[src/rtl/cue_pkg.sv]
// Shared types and constants for the cue strike controller: FSM state type,
// direction scaling, and the 32-step unit-circle tables (scaled by 64).
package cue_pkg;

  typedef enum logic [1:0] {
    ST_AIM       = 2'd0,
    ST_CHARGE    = 2'd1,
    ST_FIRE      = 2'd2,
    ST_WAIT_MOVE = 2'd3
  } cue_state_e;

  localparam int DIR_SCALE   = 64;
  localparam int ANGLE_STEPS = 32;
  localparam int VEL_SHIFT   = 2;

  // round(64*cos(2*pi*k/32)), k = 0..31
  localparam logic signed [7:0] DIR_X [ANGLE_STEPS] = '{
     8'sd64,  8'sd63,  8'sd59,  8'sd53,  8'sd45,  8'sd36,  8'sd24,  8'sd12,
     8'sd0,  -8'sd12, -8'sd24, -8'sd36, -8'sd45, -8'sd53, -8'sd59, -8'sd63,
    -8'sd64, -8'sd63, -8'sd59, -8'sd53, -8'sd45, -8'sd36, -8'sd24, -8'sd12,
     8'sd0,   8'sd12,  8'sd24,  8'sd36,  8'sd45,  8'sd53,  8'sd59,  8'sd63
  };

  // round(64*sin(2*pi*k/32)), k = 0..31; positive Y points down the screen
  localparam logic signed [7:0] DIR_Y [ANGLE_STEPS] = '{
     8'sd0,   8'sd12,  8'sd24,  8'sd36,  8'sd45,  8'sd53,  8'sd59,  8'sd63,
     8'sd64,  8'sd63,  8'sd59,  8'sd53,  8'sd45,  8'sd36,  8'sd24,  8'sd12,
     8'sd0,  -8'sd12, -8'sd24, -8'sd36, -8'sd45, -8'sd53, -8'sd59, -8'sd63,
    -8'sd64, -8'sd63, -8'sd59, -8'sd53, -8'sd45, -8'sd36, -8'sd24, -8'sd12
  };

endpackage

[src/rtl/cue_direction_rom.sv]
// Combinational lookup: cue angle index -> scaled unit direction vector.
module cue_direction_rom
  import cue_pkg::*;
(
  input  logic [4:0]        i_angle,
  output logic signed [7:0] o_dir_x,
  output logic signed [7:0] o_dir_y
);

  assign o_dir_x = DIR_X[i_angle];
  assign o_dir_y = DIR_Y[i_angle];

endmodule

[src/rtl/cue_strike_controller.sv]
// Shot controller: turns key levels into a cue angle and charged power,
// emits a one-cycle velocity write to the cue ball, then locks out new
// shots until the ball has settled.
module cue_strike_controller
  import cue_pkg::*;
#(
  parameter int ROTATE_FRAMES = 4,
  parameter int CHARGE_FRAMES = 3,
  parameter int MAX_POWER     = 63,
  parameter int SETTLE_FRAMES = 2
) (
  input  logic               clk,
  input  logic               resetN,
  input  logic               startOfFrame,
  input  logic               keyRotateCW,
  input  logic               keyRotateCCW,
  input  logic               keyCharge,
  input  logic               ballStopped,
  output logic               velocityWriteEnable,
  output logic signed [10:0] outVelocityX,
  output logic signed [10:0] outVelocityY,
  output logic [4:0]         cueAngle,
  output logic [5:0]         cuePower,
  output logic               cueVisible
);

  // Full 6-bit power range times DIR_SCALE, plus a sign bit.
  localparam int PROD_W = $clog2(64 * DIR_SCALE) + 1;

  localparam logic [7:0] ROT_LAST  = 8'(ROTATE_FRAMES - 1);
  localparam logic [7:0] CHG_LAST  = 8'(CHARGE_FRAMES - 1);
  localparam logic [5:0] PWR_MAX   = 6'(MAX_POWER);
  localparam logic [8:0] SETTLE_TH = 9'(SETTLE_FRAMES);

  cue_state_e         r_state;
  logic [7:0]         r_rot_cnt;
  logic [7:0]         r_chg_cnt;
  logic [7:0]         r_settle_cnt;
  logic [4:0]         r_angle;
  logic [5:0]         r_power;
  logic signed [10:0] r_vel_x;
  logic signed [10:0] r_vel_y;

  logic signed [7:0]        w_dir_x;
  logic signed [7:0]        w_dir_y;
  logic signed [PROD_W-1:0] w_pow_s;
  logic signed [PROD_W-1:0] w_prod_x;
  logic signed [PROD_W-1:0] w_prod_y;
  logic                     w_rot_one;
  logic                     w_fire_go;
  logic                     w_settled;

  cue_direction_rom u_dir_rom (
    .i_angle (r_angle),
    .o_dir_x (w_dir_x),
    .o_dir_y (w_dir_y)
  );

  // Power is unsigned, so zero-extend it; the size casts sign-extend the directions.
  assign w_pow_s   = PROD_W'({1'b0, r_power});
  assign w_prod_x  = w_pow_s * PROD_W'(w_dir_x);
  assign w_prod_y  = w_pow_s * PROD_W'(w_dir_y);

  assign w_rot_one = keyRotateCW ^ keyRotateCCW;
  assign w_fire_go = (r_state == ST_CHARGE) && startOfFrame && !keyCharge && (r_power != 6'd0);
  // Counts the current frame too, so the Nth frame after FIRE can release.
  assign w_settled = ({1'b0, r_settle_cnt} + 9'd1) >= SETTLE_TH;

  // FSM, frame counters, angle and power.
  // NOTE: every sequential assignment is non-blocking so all registers update
  // from pre-edge values; the async reset branch covers every register here.
  always_ff @(posedge clk or negedge resetN) begin
    if (!resetN) begin
      r_state      <= ST_AIM;
      r_rot_cnt    <= '0;
      r_chg_cnt    <= '0;
      r_settle_cnt <= '0;
      r_angle      <= '0;
      r_power      <= '0;
    end else begin
      case (r_state)
        ST_AIM: if (startOfFrame) begin
          if (keyCharge && ballStopped) begin
            r_state   <= ST_CHARGE;
            r_power   <= '0;
            r_chg_cnt <= '0;
            r_rot_cnt <= '0;
          end else if (w_rot_one) begin
            if (r_rot_cnt == ROT_LAST) begin
              r_rot_cnt <= '0;
              // 5-bit arithmetic wraps 31+1 -> 0 and 0-1 -> 31 for free.
              r_angle   <= keyRotateCW ? r_angle + 5'd1 : r_angle - 5'd1;
            end else begin
              r_rot_cnt <= r_rot_cnt + 8'd1;
            end
          end else begin
            r_rot_cnt <= '0;
          end
        end
        ST_CHARGE: if (startOfFrame) begin
          if (keyCharge) begin
            if (r_chg_cnt == CHG_LAST) begin
              r_chg_cnt <= '0;
              if (r_power != PWR_MAX) r_power <= r_power + 6'd1;
            end else begin
              r_chg_cnt <= r_chg_cnt + 8'd1;
            end
          end else if (r_power == 6'd0) begin
            r_state <= ST_AIM;
          end else begin
            r_state <= ST_FIRE;
          end
        end
        ST_FIRE: begin
          r_state      <= ST_WAIT_MOVE;
          r_settle_cnt <= '0;
        end
        ST_WAIT_MOVE: if (startOfFrame) begin
          if (w_settled && ballStopped) begin
            r_state <= ST_AIM;
            r_power <= '0;
          end else if (r_settle_cnt != 8'hFF) begin
            r_settle_cnt <= r_settle_cnt + 8'd1;
          end
        end
        default: r_state <= ST_AIM;
      endcase
    end
  end

  // Shot velocity latch: captured on the release frame, held until the next shot.
  always_ff @(posedge clk or negedge resetN) begin
    if (!resetN) begin
      r_vel_x <= '0;
      r_vel_y <= '0;
    end else if (w_fire_go) begin
      // Dropping the low bits of a signed value is an arithmetic shift (floor).
      r_vel_x <= w_prod_x[PROD_W-1:VEL_SHIFT];
      r_vel_y <= w_prod_y[PROD_W-1:VEL_SHIFT];
    end
  end

  assign velocityWriteEnable = (r_state == ST_FIRE);
  assign cueVisible          = (r_state == ST_AIM) || (r_state == ST_CHARGE);
  assign outVelocityX        = r_vel_x;
  assign outVelocityY        = r_vel_y;
  assign cueAngle            = r_angle;
  assign cuePower            = r_power;

endmodule

[config.mk]
export PLATFORM = sky130hd
export DESIGN_NAME = cue_strike_controller
export DESIGN_NICKNAME = d
export VERILOG_FILES = /design/src/rtl/cue_pkg.sv /design/src/rtl/cue_direction_rom.sv /design/src/rtl/cue_strike_controller.sv
export SDC_FILE = /design/constraint.sdc
export NUM_CORES = 1
export LEC_CHECK = 0
export CELL_PAD_IN_SITES_DETAIL_PLACEMENT = 0
export CELL_PAD_IN_SITES_GLOBAL_PLACEMENT = 1
export CORE_UTILIZATION = 32
export DETAILED_ROUTE_END_ITERATION = 12
export PLACE_DENSITY = 0.63
export SYNTH_ARGS = -nofsm -noshare
export SYNTH_HDL_FRONTEND = slang
export SYNTH_SLANG_ARGS = --single-unit
[constraint.sdc]
create_clock -name clk -period 5.71 [get_ports clk]
set_clock_uncertainty 0.05 [all_clocks]
set_input_delay 0.571 -clock clk [delete_from_list [all_inputs] [get_ports clk]]
set_output_delay 0.571 -clock clk [all_outputs]
set_load 0.02 [all_outputs]
Word level (Yosys, flattened, before mapping). Memories as Yosys holds them, arrays and structs flattened. Cells that the tools add are included.

Register bits: 59. ROM bits: 512. Input port bits: 7. Memories kept: 2.

Memory list: (no name shown) (depth 32, bits a word 8, read ports 1, clocked after memory_dff 0, wr ports 0, line cue_direction_rom.sv:11) `assign o_dir_y = DIR_Y[i_angle];`; (no name shown) (depth 32, bits a word 8, read ports 1, clocked after memory_dff 0, wr ports 0, line cue_direction_rom.sv:10) `assign o_dir_x = DIR_X[i_angle];`.

$add $sub $neg: 7. Multiply operators: 2. $lt $le $gt $ge: 2. Equal/unequal tests: 18. Muxes and demuxes: 35. Bitwise operators: 3. Reduce and logical (&&, ||, !) cells: 19.

Operators with widths (number): 8-bit two-way mux (15); 6-bit two-way mux (8); 8-bit one-hot mux with 2 select lines (2); 7-bit by 8-bit multiplier with 13-bit output (2); 8-bit by 1-bit adder with 8-bit output, second input constant (3); 2-bit inequality test, second input constant (9); 6-bit one-hot mux with 3 select lines (1); 8-bit by 2-bit equality test with 1-bit output, second input constant (2); 2-bit two-way mux (7); 5-bit AND reduction (2); 8-bit by 1-bit adder with 9-bit output, second input constant (1); 9-bit by 2-bit >= comparator with 1-bit output, second input constant (1); 9-bit AND reduction (1); 8-bit inequality test, second input constant (1); 2-bit one-hot mux with 4 select lines (1); 6-bit by 1-bit adder with 6-bit output, second input constant (1); 6-bit >= comparator, second input constant (1); 6-bit logical NOT (1); 6-bit inequality test, second input constant (1); 5-bit NOT with 6-bit output (1); 6-bit AND reduction (1); 6-bit nonzero test (1); 5-bit by 1-bit adder with 5-bit output, second input constant (1); 1-bit logical AND (5); 14 further kinds (17).

Depth between registers and ports, before layout.
Depth in word-level cells: 6. Depth in mapped cells: 24. Mapped depth without buffers: 23.

By module. A second synthesis with hierarchy kept.

Cell total of the unflattened synthesis: 822. Area, all modules: 7273.2 µm².

Modules (own cells, without submodules): cue_strike_controller (times used 1, cells each 739, area each 6688.9 µm², sequential area each 1476.4 µm²); cue_direction_rom (times used 1, cells each 83, area each 584.3 µm², sequential area each 0.0 µm²).

Least setup slack after synthesis. OpenSTA, ideal clock, no wires.

Path kind: reg2reg. From: register r_angle[0] (netlist: cueAngle[0]). To: register r_vel_x[10] (netlist: outVelocityX[10]). Library setup time: 133 ps. Data arrival time: 5548 ps. Slack: -22 ps. Cell stages (with the launch flop): 25. Path buffers: 1. Clock period less this slack: 5732 ps. Cells stage by stage: dfrtp_1 -> clkbuf_1 -> inv_1 -> ha_1 -> nor2b_1 -> a21oi_1 -> nand2_1 -> o311ai_0 -> o21ai_0 -> and2_1 -> fa_1 -> inv_1 -> fa_1 -> inv_1 -> fa_1 -> inv_1 -> fa_1 -> inv_1 -> ha_1 -> nand3_1 -> o211ai_1 -> o21bai_1 -> o21ai_0 -> xnor2_1 -> o21ai_0.

Cells in the longest elaborated chain, start to end: 5.

RTL lines: from (decl) (line cue_strike_controller.sv:39) `logic [4:0] r_angle;`; from (signal assigned) (line cue_strike_controller.sv:92) `r_angle <= keyRotateCW ? r_angle + 5'd1 : r_angle - 5'd1;`; 5-bit NOT with 6-bit output (not written as such) (line cue_direction_rom.sv:10); memory read 32 x 8 bit; 8-bit two-way mux (not written as such) (2 in series) (line cue_direction_rom.sv:10); 7-bit by 8-bit multiplier with 13-bit output (line cue_strike_controller.sv:61) `assign w_prod_x = w_pow_s * PROD_W'(w_dir_x);`; to (signal assigned) (line cue_strike_controller.sv:138) `r_vel_x <= w_prod_x[PROD_W-1:VEL_SHIFT];`; to (decl) (line cue_strike_controller.sv:41) `logic signed [10:0] r_vel_x;`.

No other way between the ends. The select of a mux whose other input is x is not followed. A chain may end at the register's enable or synchronous reset.

Worst setup path in the final report.
From: register r_angle[1] (netlist: cueAngle[1]). To: register r_vel_x[10] (netlist: outVelocityX[10]).

The elaborated chain is that of the path after synthesis.

==> impl_metrics.ini <==
[sta]
tns_ps = 0
max_freq_ghz = 0.188
rsz0062_at_grt = yes
tightest_slew_ps = 853
slew_headroom = 0.432
setup_violations = 0
hold_viol_final = 0
fin_crit_sh = 0.931
final.min_clock_period_ps = 5320
setup_ws_ps = 391
final_max_slew_viol_count = 0

[logic_synthesis]
netlist_area_um2 = 6940
synth_fp_nets = 930
yosysSeqAreaShare = 0.213
async_flop_share = 1.00
synth_edf_count = 0
syn_inst = 797
synthFlopType = dfrtp_1
yosys_warnings = 0
yosysUniqueCellTypes = 65
ys_ff_latch = 59
avgSynthCellArea_um2 = 8.71

[global_routing]
grt_antenna_before_repair = 0
grtUsageMet3 = 0.0278
met1_usage = 0.217
grt_max_degree = 60
first_global_vias = 5222
grt_busiest_layer = met2
overflow = 0
met2_usage = 0.228
grt_usage = 0.151
grt_pass1_wl_um = 26600

[setup_path]
worst-path-buf-inv = 3
slowest_stage = fa_1
required_ps = 5870
cp.arrival_ps = 5480
crit_chain = inv_2 -> ha_1 -> nor2b_1 -> a21oi_1 -> o21ai_0 -> and2_1 -> fa_1 -> fa_1 -> fa_1 -> inv_1 -> fa_1 -> inv_1 -> ha_1 -> or3_1 -> o21ai_0 -> o21bai_1 -> o21ai_1 -> xnor2_1 -> o21ai_0
reg2reg_depth = 19
crit_path_end_kind = flip-flop
crit_fanout = 8
worstSetupPathType = reg2reg
start_kind = flip-flop
cp_common_cell = fa_1
cp_top_family = adder cells
slowest_delay_ps = 540
cp_num_cells = 19

[worst_hold_path]
hold_path.class = in2async

[power]
power.density_nw_per_um2 = 541
ir_worst_vdd_uv = 192
total_leakage_power_nw = 3.71

[finish]
final_nets = 964
layout-drive-gt1-share = 0.0563
diodes = 0
nFillCells = 2198
finalNonFillerCells = 1110
multi_input_area_um2 = 4950
layout_commonest_cell = inv_1
fin_util = 0.378
seq_area_um2 = 1480
layout_common_cells = inv_1 (98), nand2_1 (75), ha_1 (65)
area_growth_pct = 15.3

[flow_run]
cap_violations = 0

[routing]
drc = 0
wire_per_inst_um = 14.0
vias_per_cell = 4.81
antenna_left = 0
firstDrtPassIters = 4
finalWirelength_um = 15500
vias = 5342
drt_iter0_drc = 257

[placement]
numPlacedInstances = 1095
globalplace.congestion = 0.793
pre_cts_ws_ps = 234
port_buffers = 41
dp_hpwl_um = 11700

[status]
outcome = finished, final reports clean

[floorplanning]
ioPinCount = 42
dieArea_um2 = 22300
fp.dieW_um = 149
design.core.area_um2 = 21200
rows = 53
die_h_um = 149
start_util = 0.328

[cts]
cts_sinks = 59
cts_root_buffer = clkbuf_16
htreeDepth = 3
clkTransAtPathRegs_ps = 60
clk_path_buf_depth = 2
cts_tree = yes
cts_made_buffers = 9
insertion_delay_ps = 330
hold_buffers = 0
cells by family (layout without fill, tap and decap cells):
group                    Yosys count  after routing  share of synthesized area
adder cells (fa/ha/maj)          126            126                      0.293
XOR/XNOR                          37             37                     0.0467
buffers and inverters            130            168                     0.0747
multiplexers                      10             10                     0.0188
flip-flops                        59             59                      0.213
AND/OR/NAND/NOR                  282            282                      0.215
AO/OA/AOI/OAI                    153            153                      0.139
repair_timing:
action	4_1_cts	5_1_grt
setup buffers	0	0
endpoints found under the setup margin	0	2
gates resized for setup	0	4
power by group:
group / leakage [nW] / switching [W] / internal, W
clock: 0.168 / 0.000209 / 0.000448
combinational: 2.77 / 0.00170 / 0.00125
sequential: 0.771 / 0.000174 / 0.000542
metrics by stage:
stage	power, W	hold slack [ps]	cell area (um2)
3_3_place_gp	0.00371	413	7650
6_report	0.00433	374	8000
5_1_grt	0.00484	451	8000
3_5_place_dp	0.00370	420	7650
4_1_cts	0.00440	421	8000
2_1_floorplan	0.00279	225	6940
flip-flops by register name, indices dropped and copies added, names as in the netlist, named ones only:
signal,count
outVelocityX,11
r_state,1
cueAngle,5
r_chg_cnt,8
r_settle_cnt,8
r_rot_cnt,8
cuePower,6
outVelocityY,11
worst paths after layout:
check | slack, ps | startpoint | to
max in group asynchronous | 4660 | resetN | outVelocityX[0]
min in group clk | 420 | outVelocityX[2] | outVelocityX[2]
hold reg to reg | 420 | outVelocityX[2] | outVelocityX[2]
setup reg to reg | 390 | cueAngle[1] | outVelocityX[10]
hold / removal | 370 | resetN | r_rot_cnt[3]
setup / recovery | 390 | cueAngle[1] | outVelocityX[10]
routing by layer:
metal	up-vias	routed length, um
li1	2730	-
met1	2534	8230
met2	70	6770
met3	8	375
met4	0	153
met5	-	0
worst register-to-register path, cell delays in order, from the launching register on:
cell and delay, ps:
dfrtp_1 350, inv_2 80, ha_1 320, nor2b_1 260
a21oi_1 100, o21ai_0 500, and2_1 240, fa_1 430
fa_1 470, fa_1 540, inv_1 50, fa_1 490
inv_1 40, ha_1 290, or3_1 300, o21ai_0 120
o21bai_1 200, o21ai_1 120, xnor2_1 170, o21ai_0 90
Yosys cell counts (5+ instances only):
library cell	count	area, um2
a21o_1	8	60.1
a21oi_1	34	170
and2_1	63	394
and3_1	11	68.8
clkbuf_1	21	78.8
dfrtp_1	59	1480
fa_1	61	1220
ha_1	65	813
inv_1	100	375
nand2_1	75	282
nand2b_1	13	81.3
nand3_1	31	155
nor2_1	36	135
nor2b_1	10	62.6
nor3_1	12	60.1
nor3b_1	9	67.6
o211ai_1	5	37.5
o21ai_0	57	285
o21bai_1	5	37.5
o221ai_1	5	43.8
o31ai_1	8	60.1
xnor2_1	29	254
xor2_1	8	70.1
cell type report:
class / instances / area share
Multi-Input combinational cell: 608 / 0.618
Inverter: 100 / 0.0469
Timing Repair Buffer: 53 / 0.0635
Sequential cell: 59 / 0.184
Tap cell: 275 / 0.0430
Clock buffer: 11 / 0.0316
Clock inverter: 4 / 0.0122
(Power assumes the default switching activity.)
